===== src/rtl/dcache_pkg.sv =====
// Shared types and geometry helpers for the direct-mapped write-through data cache.
package dcache_pkg;

   typedef enum logic [1:0] {
      StIdle,
      StRdMiss,
      StWrThru,
      StResp
   } dcache_state_e;

   function automatic int unsigned idx_width(input int unsigned sets);
      return $clog2(sets);
   endfunction

   // Word offset occupies the two low address bits.
   function automatic int unsigned tag_width(input int unsigned addr_width,
                                             input int unsigned sets);
      return addr_width - 2 - $clog2(sets);
   endfunction

endpackage


===== src/rtl/dcache_if.sv =====
// CPU-side and memory-side bus of the data cache, plus its hit/miss counters.
interface dcache_if #(
   parameter int unsigned ADDRESS_WIDTH = 32,
   parameter int unsigned DATA_WIDTH    = 32,
   parameter int unsigned CNT_WIDTH     = 16
) ();
   import dcache_pkg::*;

   logic                     cpu_re;
   logic                     cpu_we;
   logic [ADDRESS_WIDTH-1:0] cpu_addr;
   logic [DATA_WIDTH-1:0]    cpu_wdata;
   logic [DATA_WIDTH-1:0]    cpu_rdata;
   logic                     stall;

   logic                     mem_req;
   logic                     mem_we;
   logic [ADDRESS_WIDTH-1:0] mem_addr;
   logic [DATA_WIDTH-1:0]    mem_wdata;
   logic                     mem_ack;
   logic [DATA_WIDTH-1:0]    mem_rdata;

   logic [CNT_WIDTH-1:0]     hit_cnt;
   logic [CNT_WIDTH-1:0]     miss_cnt;

   modport slave (
      input  cpu_re, cpu_we, cpu_addr, cpu_wdata, mem_ack, mem_rdata,
      output cpu_rdata, stall, mem_req, mem_we, mem_addr, mem_wdata, hit_cnt, miss_cnt
   );

   modport master (
      output cpu_re, cpu_we, cpu_addr, cpu_wdata, mem_ack, mem_rdata,
      input  cpu_rdata, stall, mem_req, mem_we, mem_addr, mem_wdata, hit_cnt, miss_cnt
   );

endinterface


===== src/rtl/dcache_line_store.sv =====
// Valid/tag/data arrays: asynchronous read, one synchronous write, clearable valid bits.
module dcache_line_store
   import dcache_pkg::*;
#(
   parameter int unsigned SETS       = 8,
   parameter int unsigned TAG_WIDTH  = 27,
   parameter int unsigned DATA_WIDTH = 32,
   localparam int unsigned IDX       = idx_width(SETS)
) (
   input  logic                  clk,
   input  logic                  rst,
   input  logic [IDX-1:0]        rd_idx,
   output logic                  rd_valid,
   output logic [TAG_WIDTH-1:0]  rd_tag,
   output logic [DATA_WIDTH-1:0] rd_data,
   input  logic                  wr_en,
   input  logic [IDX-1:0]        wr_idx,
   input  logic [TAG_WIDTH-1:0]  wr_tag,
   input  logic [DATA_WIDTH-1:0] wr_data
);

   logic [SETS-1:0]       valid_q;
   logic [TAG_WIDTH-1:0]  tag_q  [SETS];
   logic [DATA_WIDTH-1:0] data_q [SETS];

   always_ff @(posedge clk) begin
      if (!rst) begin
         valid_q <= '0;
      end else if (wr_en) begin
         valid_q[wr_idx] <= 1'b1;
      end
   end

   // Tag and data carry no reset; a cleared valid bit masks stale contents.
   always_ff @(posedge clk) begin
      if (wr_en) begin
         tag_q[wr_idx]  <= wr_tag;
         data_q[wr_idx] <= wr_data;
      end
   end

   assign rd_valid = valid_q[rd_idx];
   assign rd_tag   = tag_q[rd_idx];
   assign rd_data  = data_q[rd_idx];

endmodule


===== src/rtl/data_cache.sv =====
// Direct-mapped, write-through, no-write-allocate data cache between MEMORY stage and data memory.
module data_cache
   import dcache_pkg::*;
#(
   parameter int unsigned ADDRESS_WIDTH = 32,
   parameter int unsigned DATA_WIDTH    = 32,
   parameter int unsigned SETS          = 8,
   parameter int unsigned CNT_WIDTH     = 16
) (
   input logic     clk,
   input logic     rst,
   dcache_if.slave bus
);

   localparam int unsigned IDX       = idx_width(SETS);
   localparam int unsigned TAG_WIDTH = tag_width(ADDRESS_WIDTH, SETS);

   dcache_state_e state_q, state_d;
   logic [DATA_WIDTH-1:0] resp_q, resp_d;
   logic [CNT_WIDTH-1:0]  hit_cnt_q, hit_cnt_d;
   logic [CNT_WIDTH-1:0]  miss_cnt_q, miss_cnt_d;

   logic [IDX-1:0]        index;
   logic [TAG_WIDTH-1:0]  tag;
   logic                  line_valid;
   logic [TAG_WIDTH-1:0]  line_tag;
   logic [DATA_WIDTH-1:0] line_data;
   logic                  tag_match;
   logic                  is_load;
   logic                  is_store;

   logic                     wr_en;
   logic [DATA_WIDTH-1:0]    wr_data;
   logic                     stall;
   logic [DATA_WIDTH-1:0]    cpu_rdata;
   logic                     mem_req;
   logic                     mem_we;
   logic [ADDRESS_WIDTH-1:0] mem_addr;
   logic [DATA_WIDTH-1:0]    mem_wdata;
   logic [ADDRESS_WIDTH-1:0] word_addr;

   assign index     = bus.cpu_addr[IDX+1:2];
   assign tag       = bus.cpu_addr[ADDRESS_WIDTH-1:IDX+2];
   assign word_addr = bus.cpu_addr & ~ADDRESS_WIDTH'(3);
   assign tag_match = line_valid & (line_tag == tag);
   // A simultaneous load and store request is handled as a store.
   assign is_store  = bus.cpu_we;
   assign is_load   = bus.cpu_re & ~bus.cpu_we;

   dcache_line_store #(
      .SETS       (SETS),
      .TAG_WIDTH  (TAG_WIDTH),
      .DATA_WIDTH (DATA_WIDTH)
   ) u_line_store (
      .clk      (clk),
      .rst      (rst),
      .rd_idx   (index),
      .rd_valid (line_valid),
      .rd_tag   (line_tag),
      .rd_data  (line_data),
      .wr_en    (wr_en),
      .wr_idx   (index),
      .wr_tag   (tag),
      .wr_data  (wr_data)
   );

   always_comb begin
      state_d    = state_q;
      resp_d     = resp_q;
      hit_cnt_d  = hit_cnt_q;
      miss_cnt_d = miss_cnt_q;
      wr_en      = 1'b0;
      wr_data    = bus.mem_rdata;
      stall      = 1'b0;
      cpu_rdata  = '0;
      mem_req    = 1'b0;
      mem_we     = 1'b0;
      mem_addr   = '0;
      mem_wdata  = '0;

      unique case (state_q)
         StIdle: begin
            if (is_store) begin
               stall   = 1'b1;
               state_d = StWrThru;
            end else if (is_load) begin
               if (tag_match) begin
                  cpu_rdata = line_data;
                  hit_cnt_d = hit_cnt_q + CNT_WIDTH'(1);
               end else begin
                  stall      = 1'b1;
                  miss_cnt_d = miss_cnt_q + CNT_WIDTH'(1);
                  state_d    = StRdMiss;
               end
            end
         end
         StRdMiss: begin
            stall    = 1'b1;
            mem_req  = 1'b1;
            mem_addr = word_addr;
            if (bus.mem_ack) begin
               wr_en   = 1'b1;
               wr_data = bus.mem_rdata;
               resp_d  = bus.mem_rdata;
               state_d = StResp;
            end
         end
         StWrThru: begin
            stall     = 1'b1;
            mem_req   = 1'b1;
            mem_we    = 1'b1;
            mem_addr  = word_addr;
            mem_wdata = bus.cpu_wdata;
            if (bus.mem_ack) begin
               // Update only a resident line; store misses never allocate.
               wr_en   = tag_match;
               wr_data = bus.cpu_wdata;
               state_d = StResp;
            end
         end
         StResp: begin
            if (is_load) begin
               cpu_rdata = resp_q;
            end
            state_d = StIdle;
         end
         default: state_d = StIdle;
      endcase
   end

   always_ff @(posedge clk) begin
      if (!rst) begin
         state_q    <= StIdle;
         hit_cnt_q  <= '0;
         miss_cnt_q <= '0;
      end else begin
         state_q    <= state_d;
         hit_cnt_q  <= hit_cnt_d;
         miss_cnt_q <= miss_cnt_d;
      end
   end

   always_ff @(posedge clk) begin
      resp_q <= resp_d;
   end

   assign bus.stall     = stall;
   assign bus.cpu_rdata = cpu_rdata;
   assign bus.mem_req   = mem_req;
   assign bus.mem_we    = mem_we;
   assign bus.mem_addr  = mem_addr;
   assign bus.mem_wdata = mem_wdata;
   assign bus.hit_cnt   = hit_cnt_q;
   assign bus.miss_cnt  = miss_cnt_q;

endmodule

===== src/flat_wrapper.sv =====
// flat-port wrapper written by rule: the top's interface ports become plain ports
module data_cache_flat import dcache_pkg::*;
#(
   parameter int unsigned ADDRESS_WIDTH = 32,
   parameter int unsigned DATA_WIDTH    = 32,
   parameter int unsigned SETS          = 8,
   parameter int unsigned CNT_WIDTH     = 16
)
  (clk, rst, bus_cpu_re, bus_cpu_we, bus_cpu_addr, bus_cpu_wdata, bus_mem_ack, bus_mem_rdata, bus_cpu_rdata, bus_stall, bus_mem_req, bus_mem_we, bus_mem_addr, bus_mem_wdata, bus_hit_cnt, bus_miss_cnt);
  dcache_if #(.ADDRESS_WIDTH(ADDRESS_WIDTH), .DATA_WIDTH(DATA_WIDTH), .CNT_WIDTH(CNT_WIDTH)) bus_i ();
  input logic clk;
  input logic rst;
  input wire logic [$bits(bus_i.cpu_re)-1:0] bus_cpu_re;
  input wire logic [$bits(bus_i.cpu_we)-1:0] bus_cpu_we;
  input wire logic [$bits(bus_i.cpu_addr)-1:0] bus_cpu_addr;
  input wire logic [$bits(bus_i.cpu_wdata)-1:0] bus_cpu_wdata;
  input wire logic [$bits(bus_i.mem_ack)-1:0] bus_mem_ack;
  input wire logic [$bits(bus_i.mem_rdata)-1:0] bus_mem_rdata;
  output wire logic [$bits(bus_i.cpu_rdata)-1:0] bus_cpu_rdata;
  output wire logic [$bits(bus_i.stall)-1:0] bus_stall;
  output wire logic [$bits(bus_i.mem_req)-1:0] bus_mem_req;
  output wire logic [$bits(bus_i.mem_we)-1:0] bus_mem_we;
  output wire logic [$bits(bus_i.mem_addr)-1:0] bus_mem_addr;
  output wire logic [$bits(bus_i.mem_wdata)-1:0] bus_mem_wdata;
  output wire logic [$bits(bus_i.hit_cnt)-1:0] bus_hit_cnt;
  output wire logic [$bits(bus_i.miss_cnt)-1:0] bus_miss_cnt;
  assign bus_i.cpu_re = bus_cpu_re;
  assign bus_i.cpu_we = bus_cpu_we;
  assign bus_i.cpu_addr = bus_cpu_addr;
  assign bus_i.cpu_wdata = bus_cpu_wdata;
  assign bus_i.mem_ack = bus_mem_ack;
  assign bus_i.mem_rdata = bus_mem_rdata;
  assign bus_cpu_rdata = bus_i.cpu_rdata;
  assign bus_stall = bus_i.stall;
  assign bus_mem_req = bus_i.mem_req;
  assign bus_mem_we = bus_i.mem_we;
  assign bus_mem_addr = bus_i.mem_addr;
  assign bus_mem_wdata = bus_i.mem_wdata;
  assign bus_hit_cnt = bus_i.hit_cnt;
  assign bus_miss_cnt = bus_i.miss_cnt;
  data_cache #(.ADDRESS_WIDTH(ADDRESS_WIDTH), .DATA_WIDTH(DATA_WIDTH), .SETS(SETS), .CNT_WIDTH(CNT_WIDTH)) u_core (.clk(clk), .rst(rst), .bus(bus_i));
endmodule

===== config.mk =====
export PLATFORM = sky130hd
export DESIGN_NAME = data_cache_flat
export DESIGN_NICKNAME = d
export VERILOG_FILES = /design/src/rtl/dcache_pkg.sv /design/src/rtl/dcache_if.sv /design/src/rtl/dcache_line_store.sv /design/src/rtl/data_cache.sv /design/src/flat_wrapper.sv
export SDC_FILE = /design/constraint.sdc
export NUM_CORES = 1
export LEC_CHECK = 0
export CORE_MARGIN = 1.5
export CORE_UTILIZATION = 59
export CTS_BUF_LIST = sky130_fd_sc_hd__clkbuf_2
export DETAILED_ROUTE_END_ITERATION = 8
export PLACE_DENSITY = 0.92
export SLEW_MARGIN = 25
export SYNTH_ARGS = -nofsm -noshare
export SYNTH_HDL_FRONTEND = slang
export SYNTH_SLANG_ARGS = --single-unit

===== constraint.sdc =====
create_clock -name clk -period 8.7 [get_ports clk]
set_input_delay 1.305 -clock clk [delete_from_list [all_inputs] [get_ports clk]]
set_output_delay 1.305 -clock clk [all_outputs]
set_load 0.01 [all_outputs]

==> results.toml, run 1 <==
[setup_path]
cp_top_family = "buffers and inverters"
worstPathCellList = "buf_2 -> buf_4 -> nor2b_1 -> a22oi_1 -> a21o_1 -> a21oi_1 -> nand4_2 -> nor4_2 -> buf_4 -> nand2b_1 -> buf_4 -> nor4_1 -> a21o_1 -> clkdlybuf4s50_1"
cp_max_fo = 30
crit_end = "bus_cpu_rdata[14]"
reg2reg_to = "u_core.u_line_store.tag_q[3][18]$_DFFE_PP_"
crit-reg2reg-launch = "u_core.u_line_store.tag_q[3][15]$_DFFE_PP_"
cp_data_arrival_time_ps = 6410
rr_worst_depth = 9
cp.required_ps = 7390
max_stage_delay_ps = 640
crit_start = "bus_cpu_addr[3]"
critical_path_cell_count = 14
worstSetupStartpointType = "primary input"
reg2reg_slack_ps = 4140
slowest_stage = "buf_2"
crit_buf_inv = 5
criticalPathCategory = "primary input to primary output"
crit_top_cell = "buf_4"
critPathCaptureType = "primary output"

[synth]
async_flop_share_pct = 0
yosysTopAreaCell = "edfxtp_1"
avgSynthCellArea_um2 = 16.8
synth_area_um2 = 21700
ys_seq_area_share_pct = 73.5
ys_seq_elements = 546
synthTopCellsByArea = "edfxtp_1 70%, mux4_2 4.7%, dfxtp_1 3.9%"
synth_edf_count = 504
yosysMostFrequentCell = "edfxtp_1"
netlist_instances = 1294
synth_warnings = 0
yosysUniqueCellTypes = 54
synth_top_flop_cell = "edfxtp_1"
synth_top_area_share_pct = 69.6
ys_top_cells_by_count = "504 x edfxtp_1, 64 x and2_1, 64 x o22ai_1"

[timing]
finalSetupTns_ps = 0
timing.fmax_mhz = 130
fin_crit_sh_pct = 88.7
hold_viol_final = 0
hold_slack_ps = 483
slew_headroom_pct = 29.6
final.setup_skew_ps = 103
period_minus_slack_ps = 7720
tightestPinTransition_ps = 1060
setup_viol = 0
rsz0062_at_grt = "no"
setup_ws_ps = 981
slew_violations = 0

[floorplan]
die_area_um2 = 38000
core_area_um2 = 36400
die_x_um = 195
die_h_um = 195
io_pins = 232
rows = 70
start_util_pct = 59.7

[layout]
fin_area_um2 = 26000
utilization_pct = 71.4
fin_nets = 1728
area_growth_pct = 19.7
drive_gt1_share_pct = 20.9
instances_no_fill = 2181

[placement]
place_congestion = 0.792
port_buffers = 227
dp.cells = 1952
place_ws_ps = 909
dpl-instance-area_um2 = 24700
hpwlAfterDp_um = 30800

[clocking]
root_buffer = "clkbuf_2"
insertion_delay_ps = 1070
cts_tree = "done"
h-tree-depth = 4
clock_path_buffers = 3
clkSinkCount = 546
holdBufCountCts = 0
cts_made_buffers = 133
post_cts_resized = 0
postCtsSetupBuffers = 0
clkTransAtPathRegs_ps = 90

[power]
vdd_drop_max_v = 0.000128
power.density_nw_per_um2 = 212
report.power.total_mw = 5.51
p_leak_nw = 8.83

[route]
drt_first_pass_iters = 5
viasPerCell = 6.24
vias = 13600
wl_per_cell_um = 23.7
route.detailed.drc = 0
finalWirelength_um = 51600
drtAntennaViolNets = 0
drt_iter0_markers = 1472

[global_routing]
grt_usage_pct = 27.4
antenna_found_initial = 2
grt_max_degree = 72
grt-ovfl-total = 0
grt_pass1_wl_um = 77700
grt_pass1_vias = 14100

[worst_hold_path]
hold_class = "register to register"
hold_start = "u_core.u_line_store.valid_q[3]$_SDFFE_PN0P_"

[flow_run]
maxCapViolCount = 0

[run_status]
outcome = "completed"
-- worst reg2reg max path: stages (launching register included) --
cell and delay, ps:
edfxtp_1 400, mux4_2 470, mux2i_1 170, xnor2_1 120, nor4_1 600, nand4_1 240, nor4_1 560, o21ai_2 400
nor2_4 400, buf_4 810
-- layout make-up --
class,instances,area [um2]
sequential,546,16000
fill,2210,10400
multi-input combinational,668,5490
timing repair buffer,265,2700
clock buffer,193,966
tap,468,586
clock inverter,32,278
inverter,7,26.3
antenna,2,5.00
-- state kept, by name, summed over array words and instances (netlist names) --
register	count
u_core.u_line_store.valid_q	8
u_core.bus.miss_cnt	16
u_core.resp_q	32
u_core.u_line_store.data_q	256
u_core.state_q	2
u_core.bus.hit_cnt	16
u_core.u_line_store.tag_q	216
-- logic make-up after synthesis --
kind of cell	Yosys count	synth area share [%]
DFF	546	73.5
and+or+nand+nor	264	6.68
AOI/OAI and AO/OA	210	6.67
muxes	147	9.62
buffers and inverters	81	1.62
xor gates and xnor gates	39	1.57
adders and majority gates	6	0.345
other	1	0.0172
-- cells in the final DEF, fill, tap and decap left out, drive strengths merged, types with 5 or more instances in the layout --
cell / n
nor3: 5
nand4: 9
o22a: 16
ha: 6
nand2b: 14
and2: 65
mux4: 45
o21ai: 29
nand3: 9
bufinv: 5
inv: 8
nor2: 41
or4: 6
nand2: 52
nor2b: 5
clkinv: 23
mux2i: 57
clkdlybuf4s50: 224
a22oi: 8
and3: 10
o22ai: 64
a21oi: 17
mux2: 45
a21o: 21
or3: 7
o221ai: 30
nor4: 34
o21a: 9
xor2: 10
dfxtp: 42
edfxtp: 504
xnor2: 29
buf: 41
clkbuf: 193
-- worst min-delay path by stage --
stage / endpoint / slack [ps] / cells past startpoint
3_3_place_gp: u_core.u_line_store.valid_q[4]$_SDFFE_PN0P_ / 440 / 1
2_1_floorplan: u_core.u_line_store.valid_q[2]$_SDFFE_PN0P_ / 430 / 1
4_1_cts: u_core.u_line_store.valid_q[3]$_SDFFE_PN0P_ / 480 / 1
6_report: u_core.u_line_store.valid_q[3]$_SDFFE_PN0P_ / 480 / 1
5_1_grt: u_core.bus.miss_cnt[15]$_SDFFE_PN0P_ / 500 / 2
3_5_place_dp: u_core.u_line_store.valid_q[0]$_SDFFE_PN0P_ / 460 / 1
-- report_power, final --
group          switching [mW]  total (mW)  leakage, nW  internal, mW
clock network           0.985        1.72        0.930         0.740
logic                   0.427       0.805         3.03         0.378
registers              0.0205        2.98         4.87          2.96
total                    1.43        5.51         8.83          4.08
-- metal layers --
layer	track usage, %	wire length [um]	vias to the layer above
met4	12.5	1440	0
met5	0	0	-
met1	33.6	18800	6673
met2	46.2	26500	919
li1	-	-	5903
met3	6.59	4900	122
Note: power is estimated with default switching activity, not from simulation.
==> inputs of run 2 (changes only) <==
--- a/config.mk
+++ b/config.mk
@@ -5,11 +5,12 @@
 export SDC_FILE = /design/constraint.sdc
 export NUM_CORES = 1
 export LEC_CHECK = 0
-export CORE_MARGIN = 1.5
+export CORE_MARGIN = 2
 export CORE_UTILIZATION = 59
 export CTS_BUF_LIST = sky130_fd_sc_hd__clkbuf_2
 export DETAILED_ROUTE_END_ITERATION = 8
 export PLACE_DENSITY = 0.92
+export REMOVE_ABC_BUFFERS = 1
 export SLEW_MARGIN = 25
 export SYNTH_ARGS = -nofsm -noshare
 export SYNTH_HDL_FRONTEND = slang
==> run 2 against run 1 <==
Compared with the run above: total power up 0.73%; hold slack got worse by 3.9 ps; combinational power rose by 0.5%; sequential power is essentially flat; critical path type unchanged; largest cell class unchanged; highest routed layer unchanged.
==> results.toml, run 2 (synthesized netlist as in run 1, its figures left out) <==
[route]
viasPerCell = 6.28
vias = 13700
drt_first_pass_iters = 7
drtAntennaViolNets = 0
finalWirelength_um = 51600
route.detailed.drc = 0
drt_iter0_markers = 1480
wl_per_cell_um = 23.7

[layout]
multiInputGateArea_um2 = 5490
largest_reg_flops = 256
drive_gt1_share_pct = 20.6
area_growth_pct = 19.4
fillCellCount = 2169
fin_nets = 1720
layout_commonest_cell = "edfxtp_1"
fin_area_um2 = 26000
regMostFlops = "u_core.u_line_store.data_q"
mostFrequentLayoutCells = "504 x edfxtp_1, 224 x clkdlybuf4s50_1, 195 x clkbuf_2"
instances_no_fill = 2177
reg.largest.list = "u_core.u_line_store.data_q (256), u_core.u_line_store.tag_q (216), u_core.resp_q (32)"
seq_area_um2 = 16000

[clocking]
cts_made_buffers = 132
insertion_delay_ps = 1030
holdBufCountCts = 0
clkSinkCount = 546
h-tree-depth = 4
root_buffer = "clkbuf_2"
post_cts_resized = 0
clkTransAtPathRegs_ps = 80
clock_path_buffers = 3
cts_tree = "done"
postCtsSetupBuffers = 0

[floorplan]
io_pins = 232
start_util_pct = 59.7
rows = 70
core_area_um2 = 36400
die_x_um = 196
die_area_um2 = 38400
die_h_um = 196

[timing]
fin_crit_sh_pct = 86.0
period_minus_slack_ps = 7480
finalSetupTns_ps = 0
setup_viol = 0
tightestPinTransition_ps = 1080
slew_violations = 0
final.setup_skew_ps = 105
setup_ws_ps = 1220
hold_viol_final = 0
rsz0062_at_grt = "no"
timing.fmax_mhz = 134
slew_headroom_pct = 27.7

[setup_path]
criticalPathCategory = "primary input to primary output"
critPathCaptureType = "primary output"
cp_data_arrival_time_ps = 6180
worstSetupStartpointType = "primary input"
reg2reg_slack_ps = 3910
cp.required_ps = 7390
cp_max_fo = 52

[placement]
dpl-instance-area_um2 = 24600
place_ws_ps = 1340
dp.cells = 1945
hpwlAfterDp_um = 29600
port_buffers = 227
place_congestion = 0.806

[flow_run]
maxCapViolCount = 0

[power]
p_leak_nw = 8.79
power.density_nw_per_um2 = 214
vdd_drop_max_v = 0.000117

[run_status]
outcome = "completed"

[global_routing]
grt_pass1_vias = 14300
grt_max_degree = 70
grt_pass1_wl_um = 77600
grt_usage_pct = 26.9
antenna_found_initial = 1
grt-ovfl-total = 0

[worst_hold_path]
hold_class = "register to register"
[run 2: layout make-up]
cell class / count / share of cell area [%]
flip-flops and latches: 546 / 61.5
well taps: 468 / 2.26
clock inverters: 33 / 1.17
clock buffers: 195 / 3.76
inverters: 7 / 0.101
multi-input cells: 668 / 21.1
repair buffers: 258 / 10.0
diodes: 2 / 0.0193
[run 2: per-layer routing]
layer  global-route usage [%]  wire length [um]
met1                     33.0             19000
met5                        0                 0
met3                     6.36              4950
met4                     13.3              1670
met2                     45.1             26000
[run 2: power by group]
| group | leakage [nW] | total, mW | switching, mW | internal [mW] |
|---|---|---|---|---|
| logic | 2.97 | 0.809 | 0.430 | 0.378 |
| clock network | 0.944 | 1.76 | 0.987 | 0.774 |
| registers | 4.87 | 2.98 | 0.0206 | 2.96 |
[run 2: through the flow]
step	hold WS [ps]	total power, mW	utilization, %
after floorplan	434	3.40	-
after global placement	442	3.80	67.6
after detailed placement	460	3.84	67.6
after CTS	481	5.57	71.1
after global routing	491	5.76	71.2
final	480	5.55	71.2
[run 2: final timing paths]
path,from,endpoint,cells past startpoint
hold / removal,u_core.bus.miss_cnt[15]$_SDFFE_PN0P_,u_core.bus.miss_cnt[15]$_SDFFE_PN0P_,2
setup reg to reg,u_core.u_line_store.tag_q[5][9]$_DFFE_PP_,u_core.u_line_store.tag_q[0][14]$_DFFE_PP_,9
hold reg to reg,u_core.bus.miss_cnt[15]$_SDFFE_PN0P_,u_core.bus.miss_cnt[15]$_SDFFE_PN0P_,2
setup / recovery,bus_cpu_addr[2],bus_cpu_rdata[16],14
[run 2: critical path, stage by stage]
cell and delay (ps):
buf_4 630, buf_4 460, mux4_2 550, mux2i_1 180, xnor2_1 90, nor4_1 540
nand4_1 270, nor4_2 240, buf_4 260, nand2b_1 70, buf_4 270, nor4_1 590
a21o_1 140, clkdlybuf4s50_1 530
